File: config.mk
export PLATFORM = sky130hd
export DESIGN_NAME = acs_array
export DESIGN_NICKNAME = d
export VERILOG_FILES = /design/src/rtl/acs_array.sv
export SDC_FILE = /design/constraint.sdc
export NUM_CORES = 1
export LEC_CHECK = 0
export ABC_CLOCK_PERIOD_IN_PS = 5900
export CAP_MARGIN = 10
export CORE_MARGIN = 10
export CORE_UTILIZATION = 48
export DETAILED_ROUTE_END_ITERATION = 16
export GPL_TIMING_DRIVEN = 0
export PLACE_DENSITY = 0.73
export SYNTH_ARGS = -nofsm -noshare
export SYNTH_HDL_FRONTEND = slang
export SYNTH_SLANG_ARGS = --single-unit
File: constraint.sdc
create_clock -name clk -period 5.9 [get_ports clk]
set_input_delay 0.59 -clock clk [delete_from_list [all_inputs] [get_ports clk]]
set_output_delay 0.59 -clock clk [all_outputs]
set_load 0.05 [all_outputs]
File: src/rtl/acs_array.sv
// ---------------------------------------------------------------------------
// acs_array
// Add-compare-select stage of a rate-1/2, K=3 hard-decision Viterbi decoder
// (generators 7/5 octal). Each valid symbol updates four path costs, shifts
// one survivor decision per state into an 8-bit history, and drives the
// traceback enables for the stage downstream.
//
// Ports:
//   clk                  clock, all state updates on the rising edge
//   rst_n                synchronous reset, active-HIGH despite the name
//   din_valid            symbol strobe; the block updates only when 1
//   din[1:0]             received symbol {c0,c1}
//   ACSxx_selection_o    survivor decision history of state xx, bit 0 newest
//   n_ACSxx_path_cost    normalized path cost of state xx
//   te                   one-cycle pulse after every 8th valid symbol
//   oe                   level, set on the second te pulse, held until reset
//
// Handshake: din_valid is a plain strobe with no backpressure. A symbol is
// consumed on every rising edge where din_valid=1 and reset is not asserted.
// There is no FSM; control state is the 3-bit symbol counter plus the
// filled/oe flags, all visible through te/oe.
// ---------------------------------------------------------------------------
module acs_array (
    input  logic       clk,
    input  logic       rst_n,
    input  logic       din_valid,
    input  logic [1:0] din,
    output logic [7:0] ACS00_selection_o,
    output logic [7:0] ACS01_selection_o,
    output logic [7:0] ACS10_selection_o,
    output logic [7:0] ACS11_selection_o,
    output logic [3:0] n_ACS00_path_cost,
    output logic [3:0] n_ACS01_path_cost,
    output logic [3:0] n_ACS10_path_cost,
    output logic [3:0] n_ACS11_path_cost,
    output logic       te,
    output logic       oe
);

    logic [3:0] r_cost [4];
    logic [7:0] r_hist [4];
    logic [2:0] r_sym_cnt;
    logic       r_filled;
    logic       r_te;
    logic       r_oe;

    logic [3:0] w_new [4];
    logic       w_dec [4];
    logic       w_norm;
    logic       w_wrap;

    // Hamming distance between the received symbol and the branch output
    // produced by input bit u leaving state s = {s1,s0}.
    function automatic logic [1:0] branch_metric(input logic [1:0] sym,
                                                 input logic [1:0] s,
                                                 input logic       u);
        logic c0;
        logic c1;
        c0 = u ^ s[1] ^ s[0];
        c1 = u ^ s[0];
        return {1'b0, sym[1] ^ c0} + {1'b0, sym[0] ^ c1};
    endfunction

    // Next state {u,a} is reached from P0={a,0} and P1={a,1}.
    for (genvar g = 0; g < 4; g++) begin : g_acs
        localparam logic       U  = 1'(g / 2);
        localparam logic [1:0] P0 = 2'((g % 2) * 2);
        localparam logic [1:0] P1 = 2'((g % 2) * 2 + 1);

        logic [4:0] w_cand0;
        logic [4:0] w_cand1;
        logic [4:0] w_sel;

        assign w_cand0  = {1'b0, r_cost[P0]} + {3'b000, branch_metric(din, P0, U)};
        assign w_cand1  = {1'b0, r_cost[P1]} + {3'b000, branch_metric(din, P1, U)};
        // Strict less-than: a tie keeps the P0 survivor.
        assign w_dec[g] = (w_cand1 < w_cand0);
        assign w_sel    = w_dec[g] ? w_cand1 : w_cand0;
        // Clamp guard; unreachable while normalization keeps costs bounded.
        assign w_new[g] = (w_sel > 5'd15) ? 4'd15 : w_sel[3:0];
    end

    // All four costs >= 8 means bit 3 is set everywhere; subtracting 8 is
    // then just clearing that bit.
    assign w_norm = w_new[0][3] & w_new[1][3] & w_new[2][3] & w_new[3][3];
    assign w_wrap = din_valid && (r_sym_cnt == 3'd7);

    always_ff @(posedge clk) begin
        if (rst_n) begin
            // Encoder starts in state 00, so the other states begin penalized.
            r_cost[0] <= 4'd0;
            r_cost[1] <= 4'd4;
            r_cost[2] <= 4'd4;
            r_cost[3] <= 4'd4;
            for (int i = 0; i < 4; i++) begin
                r_hist[i] <= 8'h00;
            end
            r_sym_cnt <= 3'd0;
            r_filled  <= 1'b0;
            r_te      <= 1'b0;
            r_oe      <= 1'b0;
        end else begin
            r_te <= w_wrap;
            if (din_valid) begin
                for (int i = 0; i < 4; i++) begin
                    r_cost[i] <= w_norm ? {1'b0, w_new[i][2:0]} : w_new[i];
                    r_hist[i] <= {r_hist[i][6:0], w_dec[i]};
                end
                r_sym_cnt <= r_sym_cnt + 3'd1;
                if (w_wrap) begin
                    r_filled <= 1'b1;
                    // The first window is warm-up; output starts on the second.
                    if (r_filled) begin
                        r_oe <= 1'b1;
                    end
                end
            end
        end
    end

    assign ACS00_selection_o = r_hist[0];
    assign ACS01_selection_o = r_hist[1];
    assign ACS10_selection_o = r_hist[2];
    assign ACS11_selection_o = r_hist[3];
    assign n_ACS00_path_cost = r_cost[0];
    assign n_ACS01_path_cost = r_cost[1];
    assign n_ACS10_path_cost = r_cost[2];
    assign n_ACS11_path_cost = r_cost[3];
    assign te                = r_te;
    assign oe                = r_oe;

endmodule

==> results of run 1 <==
==> cell families after synthesis <==
group / share of synthesized area
flip-flops: 0.460
AND/OR/NAND/NOR: 0.161
AO/OA/AOI/OAI: 0.133
XOR/XNOR: 0.0620
adder cells (fa/ha/maj): 0.140
buffers and inverters: 0.0380
multiplexers: 0.00590
==> per-stage QoR <==
step           hold WS [ns]  std cells
6_report              0.484        471
3_5_place_dp          0.468        463
2_1_floorplan         0.426        314
5_1_grt               0.515        471
3_3_place_gp          0.436        463
4_1_cts               0.492        471
==> worst register-to-register path, delay by kind of cell, from the launching register on <==
kind / cells / cell delay (ns)
adder cells (fa/ha/maj): 2 / 0.49
XOR/XNOR: 2 / 0.35
flip-flops: 1 / 0.40
AND/OR/NAND/NOR: 1 / 0.20
AO/OA/AOI/OAI: 6 / 1.30
buffers and inverters: 1 / 0.19
==> final timing paths <==
check                                                start                         end  slack, ns  cells after the start
worst min-delay path                       oe$_SDFFE_PP0P_             oe$_SDFFE_PP0P_       0.48                      2
worst min register to register             oe$_SDFFE_PP0P_             oe$_SDFFE_PP0P_       0.48                      2
worst max-delay path                                din[0]  r_cost[1][3]$_SDFFCE_PP0P_       1.71                     14
worst max register to register  r_cost[3][1]$_SDFFCE_PN0P_  r_cost[1][3]$_SDFFCE_PP0P_       2.73                     12
==> routing by layer <==
| metal | wire length, µm | vias up | share of wire | track usage |
|---|---|---|---|---|
| li1 | - | 1262 | - | - |
| met1 | 3420 | 1244 | 0.44 | 0.175 |
| met2 | 3860 | 70 | 0.49 | 0.252 |
| met3 | 464 | 6 | 0.059 | 0.0347 |
| met4 | 93 | 0 | 0.012 | 0.0408 |
| met5 | 0 | - | 0 | 0 |
==> power breakdown <==
group	total (mW)	internal (mW)	switching [mW]
clock network	0.211	0.0839	0.127
registers	0.573	0.511	0.0622
logic	1.39	0.506	0.882
total	2.17	1.10	1.07
==> sequential cells by signal, indices dropped and copies added (netlist names) <==
signal	count
r_cost	16
r_hist	32
r_sym_cnt	3
oe	1
r_filled	1
te	1
==> area by class of cell <==
| class | instances | share of cell area |
|---|---|---|
| Buffer | 14 | 0.0148 |
| Clock buffer | 5 | 0.0167 |
| Clock inverter | 3 | 0.00485 |
| Inverter | 18 | 0.0164 |
| Multi-Input combinational cell | 228 | 0.412 |
| Sequential cell | 54 | 0.378 |
| Tap cell | 96 | 0.0291 |
| Timing Repair Buffer | 53 | 0.128 |
==> cell usage after synthesis (2+ instances only) <==
library cell,instances
edfxtp_1,48
ha_1,38
and2_1,29
a21oi_1,21
nand2_1,20
inv_1,18
nor2_1,14
a311oi_1,12
xnor2_1,12
xor2_1,12
nor3_1,10
clkbuf_1,9
nand3_1,7
dfxtp_1,6
a21o_1,5
a31oi_1,5
nand2b_1,5
o31ai_1,5
or2_2,5
buf_2,4
o21ai_1,3
o31a_1,3
mux2i_1,2
nor3b_1,2
o21ai_0,2
o21ai_2,2
==> reports/metrics.csv, run 1 <==
metric,value,unit
status,"complete, no violations",
# clock sinks,54,
achievable frequency,239,MHz
share of cells above drive strength 1,0.0613,
cell area after synthesis,0.00339,mm²
H-tree levels,2,
die width,104,µm
max-slew violations,0,
Global Route Usage Sum,0.145,
Post-DRT Antenna Nets,0,
Worst path max stage delay,0.56,ns
CTS tree,yes,
final hold viol count,0,
Post-CTS Setup Bufs,0,
pre-CTS setup slack,1.41,ns
Final setup viols,0,
Critical Path End Type,flop,
routed vias,2582,
Num CTS Buffers,5,
Synthesized Nets,357,
top post-synthesis cells by area,"edfxtp_1, ha_1, and2_1",
Fin Clk Skew,0.00827,ns
min cycle time layout,4.19,ns
Total Power,2.17,mW
hpwl dp,5980,µm
row count,30,
slew margin rel.,0.244,
Synth Register Bits,54,
critical path arrival,4.25,ns
Post-Synthesis Cells,314,
Detailed Route WL,7840,µm
clock-pin slew on the worst setup and hold paths,0.10,ns
worst hold path class,flop to flop,
port bufs,53,
# nets final,417,
largest buffer count on any clock path,2,
Multi-input gate area,0.00170,mm²
TNS Setup,0,ns
maximum fanout along the worst path,10,
slowest CP cell,clkdlybuf4s50_1,
final instance area,0.00413,mm²
async set or reset register ratio after synthesis,0,
post-layout util,0.605,
number of flops mapped to enable cells by yosys,48,
routability cong.,0.856,
fin crit share,0.709,
PnR worst setup slack,1.71,ns
Fill cells,603,
Ports,55,
unrepaired setup endpoints after global routing,false,
Slew @ Worst Pin,1.13,ns
vias per cell,5.48,
"commonest cells after routing, fill and taps aside","clkdlybuf4s50_1, edfxtp_1, ha_1, and2_1, a21oi_1",
max cap viols,0,
CP Class,primary input to flop,
Antenna Cells,0,
Syn Area/Cell,10.8,µm²
register area share after synthesis,0.460,
Worst-Skew Late Latency,0.31,ns
DR WL/cell,16.6,µm
CP bufs+invs,4,
commonest register cell after synthesis,edfxtp_1,
Worst VDD drop,323,µV
cell taking the most area after synthesis,edfxtp_1,
Pre-Repair DR Iteration Count,4,
CP cell instances,clkdlybuf4s50_1 -> inv_1 -> ha_1 -> inv_1 -> ha_1 -> ha_1 -> a21oi_1 -> or2_2 -> clkbuf_1 -> ha_1 -> nand2_1 -> o21ai_1 -> o31ai_1 -> o311a_1,
Crit path max-delay family,compound AO/OA/AOI/OAI gates,
worst endpoint required time,5.96,ns
clock root cell,clkbuf_8,
area post-placement,0.00404,mm²
leakage power,1.68,nW
"most common cell after layout, fill and taps aside",clkdlybuf4s50_1,
Starting Density,0.497,
post-CTS sizing,0,
register area,0.00156,mm²
Core Area,0.00683,mm²
Netlist cell types,41,
initial antenna violation count,0,
critical path startpoint category,primary input,
pwr/cell area,526,mW/mm²
first-pass GRT wire length,13200,µm
Yosys top cell area share,0.425,
total global routing overflow,0,
DRC Markers,0,
Initial DRC Count,162,
Area Overhead vs Synth,21.8,%
largest net degree at the start of global routing,49,
number of global-route vias before repair,2666,
Die Y,104,µm
Yosys warnings,0,
DIE AREA,0.0108,mm²
hold-fix buffer count after cts,0,
"most used cell, CP",ha_1,
Power figures use the tool's default switching activity.
==> run 2: changes to the inputs <==
Settings changed: ABC_CLOCK_PERIOD_IN_PS 5900 to 3920.
Clock period 5.9 ns to 3.92 ns, I/O delays scaled along.
==> run 2 against run 1 <==
Effect of this change: routed wire length increased by 3.4%; total power increased by 67%; via count is 1.7% higher; hold slack about the same; clock-buffer cell count stayed put; sequential cell count did not move; cell count is 0.64% higher; critical path depth rose by 1; die area did not move; largest cell class unchanged; largest power group unchanged.
==> reports/metrics.csv, run 2 (synthesis gave the netlist of run 1 again) <==
metric,value,unit,change
status,"complete, no violations",,unchanged
HP Start,oe$_SDFFE_PP0P_,,unchanged
# clock sinks,54,,unchanged
routability cong.,0.856,,unchanged
Pre-Repair DR Iteration Count,4,,unchanged
first-pass GRT wire length,13300,µm,was 13200 µm
DIE AREA,0.0108,mm²,unchanged
Critical Path End Type,flop,,unchanged
hold-fix buffer count after cts,0,,unchanged
post-layout util,0.621,,was 0.605
Post-DRT Antenna Nets,0,,unchanged
slew margin rel.,0.236,,was 0.244
max-slew violations,0,,unchanged
leakage power,1.70,nW,was 1.68 nW
worst endpoint required time,3.98,ns,was 5.96 ns
pre-CTS setup slack,-0.372,ns,was 1.41 ns
RR Endpoint,r_cost[1][3]$_SDFFCE_PP0P_,,unchanged
Ports,55,,unchanged
# nets final,420,,was 417
Global Route Usage Sum,0.146,,was 0.145
largest net degree at the start of global routing,49,,unchanged
final hold viol count,0,,unchanged
vias per cell,5.54,,was 5.48
clock-pin slew on the worst setup and hold paths,0.10,ns,about the same
number of flip-flops in the largest register,32,,unchanged
Num CTS Buffers,5,,unchanged
total global routing overflow,0,,unchanged
max cap viols,0,,unchanged
Worst-Skew Late Latency,0.31,ns,about the same
DRC Markers,0,,unchanged
H-tree levels,2,,unchanged
routed vias,2625,,was 2582
Antenna Cells,0,,unchanged
number of global-route vias before repair,2688,,was 2666
fin crit share,0.965,,
Detailed Route WL,8100,µm,was 7840 µm
Fin Clk Skew,0.00535,ns,was 0.00827 ns
maximum fanout along the worst path,10,,unchanged
CP Class,primary input to flop,,unchanged
worst reg2reg startpoint,r_cost[0][1]$_SDFFCE_PN0P_,,was r_cost[3][1]$_SDFFCE_PN0P_
"most common cell after layout, fill and taps aside",clkdlybuf4s50_1,,unchanged
clock root cell,clkbuf_8,,unchanged
CTS tree,yes,,unchanged
Worst Hold Path Cells,2,,unchanged
pwr/cell area,855,mW/mm²,was 526 mW/mm²
Slew @ Worst Pin,1.15,ns,was 1.13 ns
row count,30,,unchanged
Core Area,0.00683,mm²,unchanged
R2R cell count,13,,was 12
port bufs,53,,unchanged
largest buffer count on any clock path,2,,unchanged
Largest Register,r_hist,,unchanged
Final setup viols,0,,unchanged
critical path arrival,3.85,ns,was 4.25 ns
min cycle time layout,3.78,ns,
die width,104,µm,unchanged
PnR worst setup slack,0.138,ns,was 1.71 ns
Area Overhead vs Synth,25.0,%,was 21.8%
Largest regs,"r_hist (32), r_cost (16), r_sym_cnt (3)",,unchanged
hpwl dp,5980,µm,unchanged
Worst VDD drop,484,µV,was 323 µV
FF-to-FF setup slack,0.80,ns,was 2.73 ns
initial antenna violation count,0,,unchanged
Starting Density,0.497,,unchanged
achievable frequency,264,MHz,
Initial DRC Count,176,,was 162
worst hold path class,flop to flop,,unchanged
Fill cells,590,,was 603
Worst Hold End,oe$_SDFFE_PP0P_,,unchanged
DR WL/cell,17.1,µm,was 16.6 µm
"commonest cells after routing, fill and taps aside","clkdlybuf4s50_1, edfxtp_1, ha_1, and2_1, nand2_1",,"was clkdlybuf4s50_1, edfxtp_1, ha_1, and2_1, a21oi_1"
critical path startpoint category,primary input,,unchanged
share of cells above drive strength 1,0.101,,was 0.0613
Die Y,104,µm,unchanged
==> run 2: changes by cell type in the layout (fill, tap and decap cells not counted), moves of 2 or more <==
| cell | change |
|---|---|
| a21oi_1 | -3 |
| a21oi_2 | +3 |
| o21ai_4 | +3 |
| buf_4 | +2 |
| ha_1 | -2 |
| ha_2 | +2 |
| o21ai_1 | -2 |
==> run 2: worst max-delay path by stage <==
stage               slack (ns)  cells after the start    from                         end
floorplan                 0.76                     13  din[0]  r_cost[1][3]$_SDFFCE_PP0P_
detailed placement       -0.37                     14  din[0]  r_cost[1][3]$_SDFFCE_PP0P_
global route             -0.03                     16  din[0]  r_cost[1][0]$_SDFFCE_PN0P_
global placement         -0.34                     15  din[0]  r_cost[2][3]$_SDFFCE_PP0P_
finish                    0.14                     15  din[0]  r_cost[1][3]$_SDFFCE_PP0P_
CTS                       0.12                     15  din[1]  r_cost[1][3]$_SDFFCE_PP0P_
==> run 2: timing repair <==
action / CTS / global route
setup endpoints to repair: 2 / 4
pin swaps: 0 / 1
gates resized for setup: 2 / 14
buffers inserted: 0 / 3
==> run 2: area by class of cell <==
type                       count  area (µm²)  share of cell area
multi-input combinational    228        1790               0.422
sequential                    54        1560               0.368
timing repair buffer          56         551               0.130
tap                           96         120              0.0283
clock buffer                   5        68.8              0.0162
inverter                      18        67.6              0.0159
buffer                        14        61.3              0.0145
clock inverter                 3        20.0             0.00472
==> run 2: metrics by stage <==
stage               power, mW  instances  area, µm²  TNS [ns]  hold WS (ns)
global placement         2.89        463       4040     -1.47         0.436
detailed placement       2.95        463       4040     -1.88         0.468
global route             3.88        474       4240   -0.0537         0.515
finish                   3.63        474       4240         0         0.484
floorplan                2.42        314       3390         0         0.426
CTS                      3.30        471       4140         0         0.492
==> run 2: critical path, stage by stage <==
cell,delay [ns]
clkdlybuf4s50_1,0.56
inv_1,0.13
ha_1,0.37
inv_1,0.13
ha_2,0.26
ha_1,0.16
a21oi_1,0.06
or2_2,0.28
clkbuf_1,0.16
ha_1,0.32
a21oi_1,0.23
o21ai_4,0.15
nand3_1,0.13
o31ai_1,0.13
o311a_1,0.39
==> run 2: layer usage <==
metal	vias to the layer above	share of wire	track usage
met2	73	0.50	0.253
met4	0	0.012	0.0427
met5	-	0	0
met1	1285	0.42	0.173
li1	1261	-	-
met3	6	0.065	0.0366
==> run 2: power breakdown <==
part	internal, mW	switching (mW)
Combinational	0.930	1.51
Sequential	0.769	0.0960
Clock	0.126	0.192
